===== src/rtl/irq_msg_issuer.sv =====
// Round-robin interrupt message issuer: takes level requests from the edge-capture shim,
// issues one vector per request on a valid/ready port and returns a one-cycle ack.
module irq_msg_issuer #(
  parameter int WIDTH       = 16,
  parameter int VEC_W       = 8,
  parameter int VECTOR_BASE = 0
) (
  input  logic               clk,
  input  logic               rstn,
  input  logic [WIDTH-1:0]   irq_req,
  output logic [WIDTH-1:0]   irq_ack,
  input  logic [WIDTH-1:0]   irq_mask,
  output logic               msg_valid,
  output logic [VEC_W-1:0]   msg_vector,
  input  logic               msg_ready,
  output logic [WIDTH-1:0]   irq_pending,
  output logic               busy,
  output logic [31:0]        msg_count
);

  localparam int IDX_W = (WIDTH > 1) ? $clog2(WIDTH) : 1;
  localparam logic [IDX_W:0]   WIDTH_L = (IDX_W + 1)'(WIDTH);
  localparam logic [IDX_W-1:0] LAST_IDX = IDX_W'(WIDTH - 1);

  typedef enum logic [1:0] {IDLE, ISSUE, ACK} state_e;

  state_e             state_q;
  logic [IDX_W-1:0]   grant_idx_q;
  logic [IDX_W-1:0]   rr_ptr_q;
  logic [WIDTH-1:0]   irq_ack_q;
  logic               msg_valid_q;
  logic [VEC_W-1:0]   msg_vector_q;
  logic [WIDTH-1:0]   irq_pending_q;
  logic               busy_q;
  logic [31:0]        msg_count_q;

  logic [WIDTH-1:0]   elig;
  logic [WIDTH-1:0]   elig_rot;
  logic [IDX_W-1:0]   pick_off;
  logic               pick_found;
  logic [IDX_W:0]     pick_sum;
  logic [IDX_W-1:0]   pick_idx;
  logic [VEC_W-1:0]   msg_vector_d;
  logic [IDX_W-1:0]   rr_ptr_d;
  logic [WIDTH-1:0]   irq_ack_d;

  // Rotate so rr_ptr sits at bit 0, take the lowest set bit, then rotate the index back.
  always_comb begin
    elig       = irq_req & ~irq_mask;
    elig_rot   = WIDTH'({elig, elig} >> rr_ptr_q);
    pick_off   = '0;
    pick_found = 1'b0;
    for (int k = 0; k < WIDTH; k++) begin
      if (!pick_found && elig_rot[k]) begin
        pick_found = 1'b1;
        pick_off   = IDX_W'(k);
      end
    end
    pick_sum = {1'b0, rr_ptr_q} + {1'b0, pick_off};
    if (pick_sum >= WIDTH_L) begin
      pick_sum = pick_sum - WIDTH_L;
    end
    pick_idx     = pick_sum[IDX_W-1:0];
    msg_vector_d = VEC_W'(VECTOR_BASE) + VEC_W'(pick_idx);
    rr_ptr_d     = (grant_idx_q == LAST_IDX) ? '0 : grant_idx_q + 1'b1;
    irq_ack_d    = WIDTH'(1) << grant_idx_q;
  end

  // NOTE: the reset is synchronous, so it is tested inside the clocked block with no rstn in
  // the sensitivity list; every register, including the FSM outputs, gets a value there.
  always_ff @(posedge clk) begin
    if (!rstn) begin
      state_q       <= IDLE;
      grant_idx_q   <= '0;
      rr_ptr_q      <= '0;
      irq_ack_q     <= '0;
      msg_valid_q   <= 1'b0;
      msg_vector_q  <= '0;
      irq_pending_q <= '0;
      busy_q        <= 1'b0;
      msg_count_q   <= '0;
    end else begin
      irq_pending_q <= elig;
      case (state_q)
        IDLE: begin
          if (pick_found) begin
            grant_idx_q  <= pick_idx;
            msg_vector_q <= msg_vector_d;
            msg_valid_q  <= 1'b1;
            busy_q       <= 1'b1;
            state_q      <= ISSUE;
          end
        end
        ISSUE: begin
          // The message is frozen here; only acceptance moves it on.
          if (msg_ready) begin
            msg_valid_q <= 1'b0;
            irq_ack_q   <= irq_ack_d;
            rr_ptr_q    <= rr_ptr_d;
            msg_count_q <= msg_count_q + 32'd1;
            state_q     <= ACK;
          end
        end
        ACK: begin
          irq_ack_q <= '0;
          busy_q    <= 1'b0;
          state_q   <= IDLE;
        end
        default: begin
          irq_ack_q   <= '0;
          msg_valid_q <= 1'b0;
          busy_q      <= 1'b0;
          state_q     <= IDLE;
        end
      endcase
    end
  end

  assign irq_ack     = irq_ack_q;
  assign msg_valid   = msg_valid_q;
  assign msg_vector  = msg_vector_q;
  assign irq_pending = irq_pending_q;
  assign busy        = busy_q;
  assign msg_count   = msg_count_q;

endmodule

===== config.mk =====
export PLATFORM = sky130hd
export DESIGN_NAME = irq_msg_issuer
export DESIGN_NICKNAME = d
export VERILOG_FILES = /design/src/rtl/irq_msg_issuer.sv
export SDC_FILE = /design/constraint.sdc
export NUM_CORES = 1
export LEC_CHECK = 0
export BUFFER_PORTS_ARGS = -buffer_cell sky130_fd_sc_hd__buf_2
export CORE_UTILIZATION = 49
export CTS_CLUSTER_SIZE = 8
export DETAILED_ROUTE_END_ITERATION = 8
export GPL_ROUTABILITY_DRIVEN = 0
export GPL_TIMING_DRIVEN = 0
export PLACE_DENSITY = 0.74
export REMOVE_ABC_BUFFERS = 1
export SLEW_MARGIN = 20
export SYNTH_ARGS = -nofsm -noshare
export SYNTH_HDL_FRONTEND = slang
export SYNTH_SLANG_ARGS = --single-unit

===== constraint.sdc =====
create_clock -name clk -period 3.1 [get_ports clk]
set_input_delay 0.465 -clock clk [delete_from_list [all_inputs] [get_ports clk]]
set_output_delay 0.465 -clock clk [all_outputs]
set_load 0.1 [all_outputs]

# Word level (Yosys, flattened, before mapping)
# Cells that the tools add are included.
[word_totals]
register_bits = 76
inputBits = 35
[op_classes]
n_addsub = 4
n_lt_le_gt_ge = 1
eq_ne = 5
n_shift = 2
muxes = 42
bitwise_logic = 5
reduce_logical = 37
[op_table]
columns = ["op", "count"]
rows = [
  ["$mux 4", 16],
  ["$add 32x1->32 const B", 1],
  ["$pmux 16 s2", 1],
  ["$shr 32x4->16", 1],
  ["$mux 1", 19],
  ["$and 16x16->16", 1],
  ["$mux 16", 1],
  ["$not 16->16", 1],
  ["$shl 1x4->16 const A", 1],
  ["$logic_and 1x1->1", 15],
  ["$logic_not 1->1", 15],
  ["$reduce_and 2->1", 5],
  ["$add 4x4->5", 1],
  ["$ge 5x5->1 const B", 1],
  ["$add 4x1->4 const B", 1],
  ["$eq 4x4->1 const B", 1],
  ["$mux 2", 2],
  ["$ne 2x2->1 const B", 2],
  ["$pmux 2 s2", 1],
  ["$sub 4x1->4 const B", 1],
  ["$not 1->1", 3],
  ["$pmux 1 s3", 1],
  ["$reduce_and 3->1", 1],
  ["$eq 2x1->1 const B", 1],
  ["3 further kinds", 3],
]

# Longest topological paths before layout
# Gate-level depths: netlist of run 1.
[depth]
ltp_word = 52
depth_mapped = 16
depth_no_buf = 14

# Worst setup path before layout of run 1
# Ideal clock, no wire load.
[synth_path]
kind = "input -> register"
start = "input port irq_mask[14]"
end = "register msg_vector_q[3] (netlist: msg_vector[3])"
setup_ns = 0.062
t_arrival_ns = 3.232
required_time_ns = 3.038
setup_slack_ns = -0.194
cell_stages = 13
cell_sequence = "nand2b_1 mux4_2 a32o_1 mux2i_1 a21boi_0 or3b_1 o31ai_1 ha_1 a21o_1 a21oi_1 xnor2_1 o32a_1 nand3_1"
[synth_via]
elab_chain_len = 52
elab_cells_between_ends = 69
cone_classes = "add/sub: 2; order compare: 1; shift: 1; mux: 32; bitwise: 2; reduce/logical: 31"
[synth_lines]
columns = ["item", "line", "rtl"]
rows = [
  ["start: declaration", "12", "input logic [WIDTH-1:0] irq_mask,"],
  ["$not 16->16 (*)", "49", "elig = irq_req & ~irq_mask;"],
  ["$and 16x16->16 (*)", "49", ""],
  ["$shr 32x4->16 (*)", "50", "elig_rot = WIDTH'({elig, elig} >> rr_ptr_q);"],
  ["$mux 1", "54", "if (!pick_found && elig_rot[k]) begin"],
  ["$logic_not 1->1", "54", ""],
  ["$logic_and 1x1->1", "54", ""],
  ["$mux 1", "54", ""],
  ["$logic_not 1->1", "54", ""],
  ["[36 not listed]", "-", ""],
  ["$logic_and 1x1->1", "54", ""],
  ["$mux 1", "54", ""],
  ["$logic_not 1->1", "54", ""],
  ["$logic_and 1x1->1", "54", ""],
  ["$mux 4", "54", ""],
  ["$add 4x4->5", "59", "pick_sum = {1'b0, rr_ptr_q} + {1'b0, pick_off};"],
  ["$sub 4x1->4 or $ge 5x5->1 (tied branches)", "61, 60", ""],
  ["$mux 4", "60", "if (pick_sum >= WIDTH_L) begin"],
  ["end signal: assignment", "88", "msg_vector_q <= msg_vector_d;"],
  ["end: declaration", "32", "logic [VEC_W-1:0] msg_vector_q;"],
]
# Every way passes the cells marked *; elsewhere a longest branch is shown, timed or not.
# A chain may end at the register's enable or synchronous reset.

# Final worst setup path of run 1
[layout_path]
start = "register rr_ptr_q[2]"
end = "register msg_vector_q[3] (netlist: msg_vector[3])"
[layout_via]
elab_chain_len = 50
elab_cells_between_ends = 67
cone_classes = "add/sub: 2; order compare: 1; shift: 1; mux: 32; reduce/logical: 31"
[layout_lines]
columns = ["item", "line", "rtl"]
rows = [
  ["start: declaration", "29", "logic [IDX_W-1:0] rr_ptr_q;"],
  ["start signal: assignment", "99", "rr_ptr_q <= rr_ptr_d;"],
  ["$shr 32x4->16", "50", ""],
  ["$mux 1", "54", ""],
  ["$logic_not 1->1", "54", ""],
  ["$logic_and 1x1->1", "54", ""],
  ["$mux 1", "54", ""],
  ["$logic_not 1->1", "54", ""],
  ["$logic_and 1x1->1", "54", ""],
  ["$mux 1", "54", ""],
  ["[34 not listed]", "-", ""],
  ["$logic_and 1x1->1", "54", ""],
  ["$mux 1", "54", ""],
  ["$logic_not 1->1", "54", ""],
  ["$logic_and 1x1->1", "54", ""],
  ["$mux 4", "54", ""],
  ["$add 4x4->5", "59", ""],
  ["$sub 4x1->4 or $ge 5x5->1 (tied branches)", "61, 60", ""],
  ["$mux 4", "60", ""],
]
# Several ways; a longest one is shown, not always the timed one.

==> results of run 1 <==
state kept, by name, indices dropped and copies added (netlist names):
name,cells
msg_valid,1
state_q,2
busy,1
rr_ptr_q,4
msg_count,32
msg_vector,4
irq_ack,16
irq_pending,16
placed cells by master (no fill, tap or decap), types with 9 or more instances in the layout:
master and instances:
a21oi_1 26, a22oi_1 10, and2_1 9, buf_2 104
buf_4 13, clkbuf_8 10, dfxtp_1 72, ha_1 9
inv_1 10, mux2i_1 10, nand2_1 38, nand2b_1 17
nand3_1 13, nand4_1 9, nor2_1 68, nor2b_1 15
o21ai_0 16, or3_1 9, xnor2_1 13, xor2_1 12
logic make-up (layout without fill, tap and decap cells):
kind of cell / after synthesis / after routing / synth area share [%]
flip-flops: 76 / 76 / 33.6
adder cells (fa/ha/maj): 11 / 11 / 3.21
buffers and inverters: 47 / 154 / 5.37
AND/OR/NAND/NOR: 230 / 230 / 28.2
multiplexers: 21 / 21 / 7.03
AO/OA/AOI/OAI: 113 / 113 / 17.6
XOR/XNOR: 25 / 25 / 4.84
other: 1 / 4 / 0.0829
routing by layer:
metal | vias to the layer above | wire (µm) | track usage [%]
li1 | 2092 | - | -
met2 | 157 | 5670 | 40.0
met4 | 0 | 247 | 9.56
met5 | - | 0 | 0
met1 | 2029 | 4920 | 30.5
met3 | 22 | 806 | 5.51
report_power, final:
part | switching, mW | internal (mW)
combinational | 0.503 | 0.262
clock | 0.387 | 0.311
sequential | 0.0435 | 1.00
total | 0.933 | 1.58
worst reg2reg max path: stages (launching register included):
cell and delay (ns):
dfxtp_4 0.38, buf_12 0.14, buf_4 0.14, buf_4 0.12
nor3b_1 0.27, a211oi_1 0.09, a32o_2 0.28, mux2i_1 0.20
a211oi_1 0.10, or3b_1 0.44, o31ai_2 0.08, ha_1 0.26
a21o_1 0.17, a21oi_2 0.17, xnor2_1 0.11, o32a_1 0.31
nand3_1 0.07
stage by stage:
stage	cell area [µm²]	setup WS, ns	util (%)	hold slack [ns]	TNS [ns]
floorplan	4340	-0.595	-	0.528	-1.58
CTS	5540	-0.205	62.6	0.376	-0.562
detailed placement	5020	-1.19	56.7	0.447	-4.47
finish	5580	-0.294	63.0	0.384	-0.541
global placement	4990	-1.10	56.4	0.440	-4.71
global route	5580	-0.436	63.0	0.392	-0.937
cell type report:
cell class                      instances  area (µm²)  area share, %
Clock inverter                          6        38.8          0.696
Clock buffer                           10         138           2.47
Sequential cell                        76        1530           27.5
Timing Repair Buffer                  125         764           13.7
Multi-Input combinational cell        404        2910           52.2
Inverter                               13        52.6          0.943
Tap cell                              108         135           2.42
worst max-delay path by stage:
stage,end,slack [ns],cells past startpoint
finish,msg_vector[3],-0.29,16
global route,msg_vector[3],-0.44,15
CTS,msg_vector[3],-0.20,15
detailed placement,msg_vector[3],-1.19,13
global placement,msg_vector[3],-1.10,13
floorplan,msg_vector[3],-0.60,13
what timing repair did:
action                                  4_1_cts  5_1_grt
buffers inserted                             17        3
pin swaps                                    19        6
hold endpoints to repair                      0        0
gates cloned                                  1        0
resized for setup                            31        8
endpoints found under the setup margin        7        3
==> results.json, run 1 <==
{
  "critPathTopFamily": "compound AO/OA/AOI/OAI gates",
  "async_flop_share_pct": 0,
  "dp.cells": 706,
  "tightest_slew_ns": 0.693,
  "holdPathEnd": "irq_pending[3]",
  "core_um2": 8850,
  "ir_drop_mv": 0.200,
  "critPathCaptureType": "flip-flop",
  "clock-sinks": 76,
  "ys_types": 76,
  "power_mw": 2.51,
  "ys_ff_latch": 76,
  "power_density_nw_per_um2": 450,
  "drc_errors": 7,
  "dpl.hpwl_um": 7830,
  "port_buffers": 104,
  "yosysMostFrequentCell": "dfxtp_1",
  "max_freq_ghz": 0.295,
  "firstDrtPassIters": 8,
  "critPathSlowestCell": "or3b_1",
  "max_stage_delay_ns": 0.44,
  "rows": 34,
  "yosys.area.top_type": "dfxtp_1",
  "grtUsageTotal_pct": 24.2,
  "leakage_nw": 2.32,
  "status": "finished, violations left",
  "routed_wl_um": 11600,
  "cts_tree": "done",
  "syn_avg_cell_area_um2": 8.63,
  "synthFlopType": "dfxtp_1",
  "cts-root-buf": "clkbuf_8",
  "synth_warnings": 0,
  "cts_buffer_depth": 2,
  "avgRoutedWirePerCell_um": 15.7,
  "r2r-end": "msg_vector[3]",
  "synth_edf_count": 0,
  "clkLatencyLatePin_ns": 0.35,
  "finalNonFillerCells": 742,
  "post-route-period-util_pct": 109,
  "syn-instance-count": 524,
  "grt_pass1_wl_um": 18800,
  "avgViaCountPerCell": 5.80,
  "worstPathRequired_ns": 3.40,
  "start_util_pct": 51.1,
  "drive_gt1_share_pct": 30.6,
  "max_cap_viol_count": 0,
  "relSlewSlack_pct": 53.8,
  "worstHoldStart": "irq_req[3]",
  "rsz0062_at_grt": "yes",
  "drv_slew": 0,
  "n_fill_cell": 757,
  "crit_path_max_fanout": 9,
  "setup-violations-final": 3,
  "hold_buffers": 0,
  "worstHoldPathCells": 3,
  "period_needed_ns": 3.39,
  "cts_buffers": 9,
  "worst_clock_skew_ns": 0.0117,
  "grt_max_degree": 41,
  "seq_area_frac_synth_pct": 33.6,
  "antenna_found_initial": 0,
  "syn2layout_area_growth_pct": 23.3,
  "synthTopCellsByCount": "dfxtp_1 (76), nor2_1 (68), nand2_1 (38)",
  "critical_path_class": "reg -> reg",
  "grt_pass1_vias": 3968,
  "clk_pin_slew_ns": 0.09,
  "initialDrtViolationCount": 247,
  "fp.dieH_um": 98.1,
  "diodes": 0,
  "ff2ff_setup_slack_ns": -0.29,
  "die_width_um": 98.1,
  "io_pins": 109,
  "critPathBufInv": 3,
  "synth_top_area_share_pct": 33.6,
  "drtAntennaViolNets": 0,
  "r2r-start": "rr_ptr_q[2]",
  "hold_path.class": "in -> reg",
  "violations": "design-rule violations, negative setup slack",
  "arrival_ns": 3.69,
  "synthTopCellsByArea": "dfxtp_1 (34%), nor2_1 (5.6%), mux4_2 (3.5%)",
  "setup_ws_ns": -0.294,
  "vias": 4300,
  "synth_area_um2": 4520,
  "h-tree-depth": 3,
  "fin_nets": 675,
  "rr_worst_depth": 16,
  "hold_viol_final": 0,
  "die_area_um2": 9620,
  "startpoint_type": "flip-flop",
  "crit_chain": "buf_12 -> buf_4 -> buf_4 -> nor3b_1 -> a211oi_1 -> a32o_2 -> mux2i_1 -> a211oi_1 -> or3b_1 -> o31ai_2 -> ha_1 -> a21o_1 -> a21oi_2 -> xnor2_1 -> o32a_1 -> nand3_1",
  "cp-startpoint": "rr_ptr_q[2]",
  "overflow": 0
}
Note: power is estimated with default switching activity, not from simulation.
==> run 2: changes to the inputs <==
- CORE_ASPECT_RATIO: unset -> 1.2
- CORE_UTILIZATION: 49 -> 39
- PLACE_DENSITY: 0.74 -> 0.61
==> run 2 against run 1 <==
The run ends with negative setup slack left. Routed wire length is 9.3% higher. Maximum frequency is 0.87% higher. Design area is 7.0% higher. Core utilization is 9.5 points lower. Non-clock buffer count is 18 higher. Sequential share of layout area is 1.8 points lower. Via count is 2.2% higher. Clock skew is 0.0051 ns lower. Clock power is 46% higher. Highest routed layer unchanged.
==> results.json, run 2 (same netlist as run 1, synthesis figures left out) <==
{
  "grt_pass1_wl_um": 20100,
  "diodes": 0,
  "clkPwrFrac_pct": 35.4,
  "setup-violations-final": 3,
  "arrival_ns": 3.64,
  "max_cap_viol_count": 0,
  "grtUsageTotal_pct": 21.0,
  "cts_buffers": 9,
  "worstPathRequired_ns": 3.37,
  "combPwrFrac_pct": 28.0,
  "crit_path_max_fanout": 5,
  "startpoint_type": "flip-flop",
  "initialDrtViolationCount": 208,
  "vias": 4395,
  "h-tree-depth": 3,
  "pre_cts_slack_ns": -1.25,
  "rows": 42,
  "clk_pin_slew_ns": 0.06,
  "crit_top_cell": "buf_6",
  "power_frac_seq_pct": 36.5,
  "leakage_nw": 2.47,
  "die_area_um2": 12000,
  "max_freq_ghz": 0.297,
  "firstDrtPassIters": 5,
  "crit_chain": "buf_6 -> buf_6 -> nor2b_4 -> a22oi_2 -> or3b_4 -> mux2i_4 -> o21a_1 -> a211oi_1 -> or3b_1 -> o31ai_2 -> ha_1 -> a21o_1 -> a21oi_2 -> xnor2_2 -> o32a_1 -> nand3_1",
  "final_common_cell": "buf_2",
  "power_density_nw_per_um2": 482,
  "avgViaCountPerCell": 5.45,
  "hold_viol_final": 0,
  "antenna_found_initial": 0,
  "clkLatencyLatePin_ns": 0.33,
  "violations": "negative setup slack",
  "critical_path_class": "reg -> reg",
  "n_fill_cell": 1080,
  "ir_drop_mv": 0.265,
  "cts-root-buf": "clkbuf_16",
  "post-route-period-util_pct": 109,
  "place_area_um2": 5070,
  "period_needed_ns": 3.36,
  "critPathBufInv": 2,
  "finalNonFillerCells": 806,
  "p_sw_share_pct": 33.5,
  "drive_gt1_share_pct": 34.7,
  "hold_path.class": "in -> reg",
  "intPower_mw": 1.91,
  "tightest_slew_ns": 0.669,
  "largest_reg_flops": 32,
  "io_pins": 109,
  "critPathCaptureType": "flip-flop",
  "worst_clock_skew_ns": 0.00657,
  "rsz0062_at_grt": "yes",
  "setup_ws_ns": -0.264,
  "avgRoutedWirePerCell_um": 15.8,
  "clock-sinks": 76,
  "grt_pass1_vias": 4037,
  "critPathTopFamily": "compound AO/OA/AOI/OAI gates",
  "dp.cells": 752,
  "max_stage_delay_ns": 0.44,
  "cts_tree": "done",
  "fp.dieH_um": 120,
  "core_um2": 11100,
  "start_util_pct": 40.6,
  "drv_slew": 0,
  "final_core_util_pct": 53.5,
  "syn2layout_area_growth_pct": 31.9,
  "grt_max_degree": 37,
  "die_width_um": 100,
  "routed_wl_um": 12700,
  "hold_ws_ns": 0.391,
  "drc_errors": 0,
  "status": "finished, violations left",
  "p_sw_uw": 964,
  "drtAntennaViolNets": 0,
  "critPathSlowestCell": "or3b_1",
  "fin_nets": 693,
  "relSlewSlack_pct": 55.4,
  "port_buffers": 104,
  "overflow": 0,
  "cts_buffer_depth": 2,
  "fin_area_um2": 5970,
  "layout_common_cells": "buf_2 (104), dfxtp_1 (72), nor2_1 (67), nand2_1 (38), buf_4 (31)",
  "dpl.hpwl_um": 8610
}
[run 2: power by group through the flow]
stage               combinational, mW  sequential (mW)  clock [mW]
floorplan                       0.338             1.25           0
global placement                0.648             1.08           0
detailed placement              0.658             1.08           0
CTS                             0.767             1.05        1.04
global route                    0.852             1.06        1.08
finish                          0.806             1.05        1.02
[run 2: layout make-up]
type | instances | area, µm² | area share [%]
multi-input cells | 404 | 3020 | 50.6
well taps | 154 | 193 | 3.23
clock buffers | 10 | 229 | 3.84
inverters | 13 | 56.3 | 0.944
repair buffers | 143 | 870 | 14.6
flip-flops and latches | 76 | 1530 | 25.7
clock inverters | 6 | 65.1 | 1.09
[run 2: path summary, 6_finish.rpt]
| path | slack (ns) | cells after the start | from | endpoint |
|---|---|---|---|---|
| min reg2reg | 0.46 | 2 | irq_ack[12] | irq_ack[12] |
| min | 0.39 | 3 | irq_req[3] | irq_pending[3] |
| max | -0.26 | 16 | rr_ptr_q[2] | msg_vector[3] |
| max reg2reg | -0.26 | 16 | rr_ptr_q[2] | msg_vector[3] |
[run 2: per-layer routing]
| layer | wire length (µm) | track usage (%) | up-vias | share of wire [%] |
|---|---|---|---|---|
| met1 | 5340 | 25.7 | 2086 | 42 |
| met5 | 0 | 0 | - | 0 |
| li1 | - | - | 2123 | - |
| met3 | 779 | 3.73 | 25 | 6.1 |
| met4 | 322 | 7.70 | 0 | 2.5 |
| met2 | 6290 | 36.5 | 161 | 49 |
[run 2: per-stage QoR]
step                TNS, ns  total power, mW
floorplan             -1.58             1.59
global placement      -5.19             1.73
detailed placement    -5.19             1.74
CTS                  -0.452             2.86
global route          -1.04             2.99
finish               -0.653             2.88
[run 2: tightest hold or removal path: cells and delay by family]
| family | cells | cell delay, ns |
|---|---|---|
| AND/OR/NAND/NOR | 2 | 0.13 |
| buffers and inverters | 1 | 0.08 |
[run 2: what timing repair did]
item	4_1_cts	5_1_grt
buffers inserted	27	11
resized for setup	51	16
hold buffers	0	0
pin swaps	24	4
endpoints found under the setup margin	7	3
==> run 3: changes to the inputs <==
- TNS_END_PERCENT: unset -> 20
==> run 3 against run 2 <==
The flow still finishes with violations (negative setup slack). Non-clock buffer count decreased by 3. Power shrank 0.87%. Sequential share of layout area rose by 0.31 points. Global-route usage down 0.074 points. Via count is 0.41% lower. Critical path depth unchanged. Final cell count decreased by 0.37%. Clock skew barely moved. Design area down 1.2%. Sequential power is essentially flat. Routed wire length fell by 1.9%. Critical path type unchanged. Critical endpoint unchanged. Largest cell class unchanged. Highest routed layer unchanged.
==> results.json, run 3 (same netlist as run 1, synthesis figures left out) <==
{
  "relSlewSlack_pct": 55.4,
  "drv_slew": 0,
  "clkLatencyLatePin_ns": 0.33,
  "diodes": 0,
  "clock-sinks": 76,
  "arrival_ns": 3.61,
  "worstHoldPathCells": 3,
  "routed_wl_um": 12500,
  "io_pins": 109,
  "holdPathEnd": "irq_pending[3]",
  "startpoint_type": "flip-flop",
  "critPathCaptureType": "flip-flop",
  "rsz0062_at_grt": "yes",
  "crit_path_max_fanout": 5,
  "avgRoutedWirePerCell_um": 15.6,
  "worstHoldStart": "irq_req[3]",
  "crit_top_cell": "buf_6",
  "period_needed_ns": 3.33,
  "grt_pass1_wl_um": 20000,
  "port_buffers": 104,
  "start_util_pct": 40.6,
  "hold_buffers": 0,
  "vias": 4377,
  "die_width_um": 100,
  "drive_gt1_share_pct": 34.1,
  "dpl.hpwl_um": 8610,
  "power_density_nw_per_um2": 484,
  "ir_drop_mv": 0.264,
  "critical_path_class": "reg -> reg",
  "final_common_cell": "buf_2",
  "max_stage_delay_ns": 0.43,
  "antenna_found_initial": 0,
  "final_core_util_pct": 52.9,
  "drtAntennaViolNets": 0,
  "worstPathRequired_ns": 3.37,
  "hold_viol_final": 0,
  "r2r-end": "msg_vector[3]",
  "worst_clock_skew_ns": 0.00632,
  "grtUsageTotal_pct": 21.0,
  "crit_chain": "buf_6 -> buf_6 -> nor2b_4 -> a22oi_2 -> or3b_4 -> mux2i_4 -> o21a_1 -> a21boi_1 -> or3b_1 -> o31ai_2 -> ha_1 -> a21o_1 -> a21oi_2 -> xnor2_2 -> o32a_1 -> nand3_1",
  "r2r-start": "rr_ptr_q[2]",
  "fin_nets": 690,
  "violations": "negative setup slack",
  "cts_buffers": 9,
  "clk_pin_slew_ns": 0.06,
  "fp.dieH_um": 120,
  "core_um2": 11100,
  "grt_pass1_vias": 3994,
  "critPathBufInv": 2,
  "grt_max_degree": 37,
  "cts-root-buf": "clkbuf_16",
  "overflow": 0,
  "max_freq_ghz": 0.300,
  "layout_common_cells": "buf_2 (104), dfxtp_1 (72), nor2_1 (68), nand2_1 (38), buf_4 (30)",
  "critPathTopFamily": "compound AO/OA/AOI/OAI gates",
  "critPathSlowestCell": "or3b_4",
  "leakage_nw": 2.44,
  "rows": 42,
  "cts_tree": "done",
  "status": "finished, violations left",
  "power_mw": 2.85,
  "avgViaCountPerCell": 5.45,
  "drc_errors": 0,
  "max_cap_viol_count": 0,
  "tightest_slew_ns": 0.668,
  "largest_reg_flops": 32,
  "initialDrtViolationCount": 183,
  "setup_ws_ns": -0.233,
  "rr_worst_depth": 16,
  "setup-violations-final": 3,
  "hold_path.class": "in -> reg",
  "firstDrtPassIters": 4,
  "ff2ff_setup_slack_ns": -0.23,
  "syn2layout_area_growth_pct": 30.4,
  "cts_buffer_depth": 2,
  "hold_ws_ns": 0.391,
  "h-tree-depth": 3,
  "post-route-period-util_pct": 108,
  "die_area_um2": 12000
}
[run 3: routing by layer]
layer	vias to the layer above	wire [µm]	GRT usage, %
met5	-	0	0
met4	0	252	6.79
met3	19	719	3.67
met2	156	6220	36.3
met1	2089	5310	26.1
li1	2113	-	-
[run 3: worst max path at each step]
stage | depth (start not counted) | start | endpoint
4_1_cts | 16 | rr_ptr_q[2] | msg_vector[3]
6_report | 16 | rr_ptr_q[2] | msg_vector[3]
3_5_place_dp | 13 | rr_ptr_q[0] | msg_vector[3]
5_1_grt | 13 | rr_ptr_q[0] | msg_vector[3]
2_1_floorplan | 13 | rr_ptr_q[0] | msg_vector[3]
3_3_place_gp | 13 | rr_ptr_q[0] | msg_vector[3]
[run 3: repair_timing]
item                                   4_1_cts  5_1_grt
setup endpoints to repair                    7        3
resized for setup                           43       16
endpoints found under the hold margin        0        0
buffers inserted                            23       12
pin swaps                                   18       16
[run 3: cell type report]
type                            instances  area (µm²)
Clock buffer                           10         229
Sequential cell                        76        1530
Timing Repair Buffer                  140         840
Fill cell                            1085        5250
Multi-Input combinational cell        404        2980
Clock inverter                          6        65.1
Inverter                               13        56.3
Tap cell                              154         193
[run 3: tightest hold or removal path, stage by stage]
cell and delay, ns:
buf_2 0.08, nand2b_1 0.06, nor2_1 0.07
[run 3: through the flow]
step	setup WS, ns	cell area (µm²)	setup TNS [ns]	std cells
2_1_floorplan	-0.595	4340	-1.58	493
3_3_place_gp	-1.20	5050	-5.19	751
3_5_place_dp	-1.25	5070	-5.19	752
4_1_cts	-0.269	5730	-0.666	791
5_1_grt	-0.373	5890	-1.01	803
6_report	-0.233	5890	-0.558	803
[run 3: power breakdown]
part | internal [mW] | switching [mW]
Sequential | 1.01 | 0.0459
Combinational | 0.274 | 0.509
Clock | 0.621 | 0.397
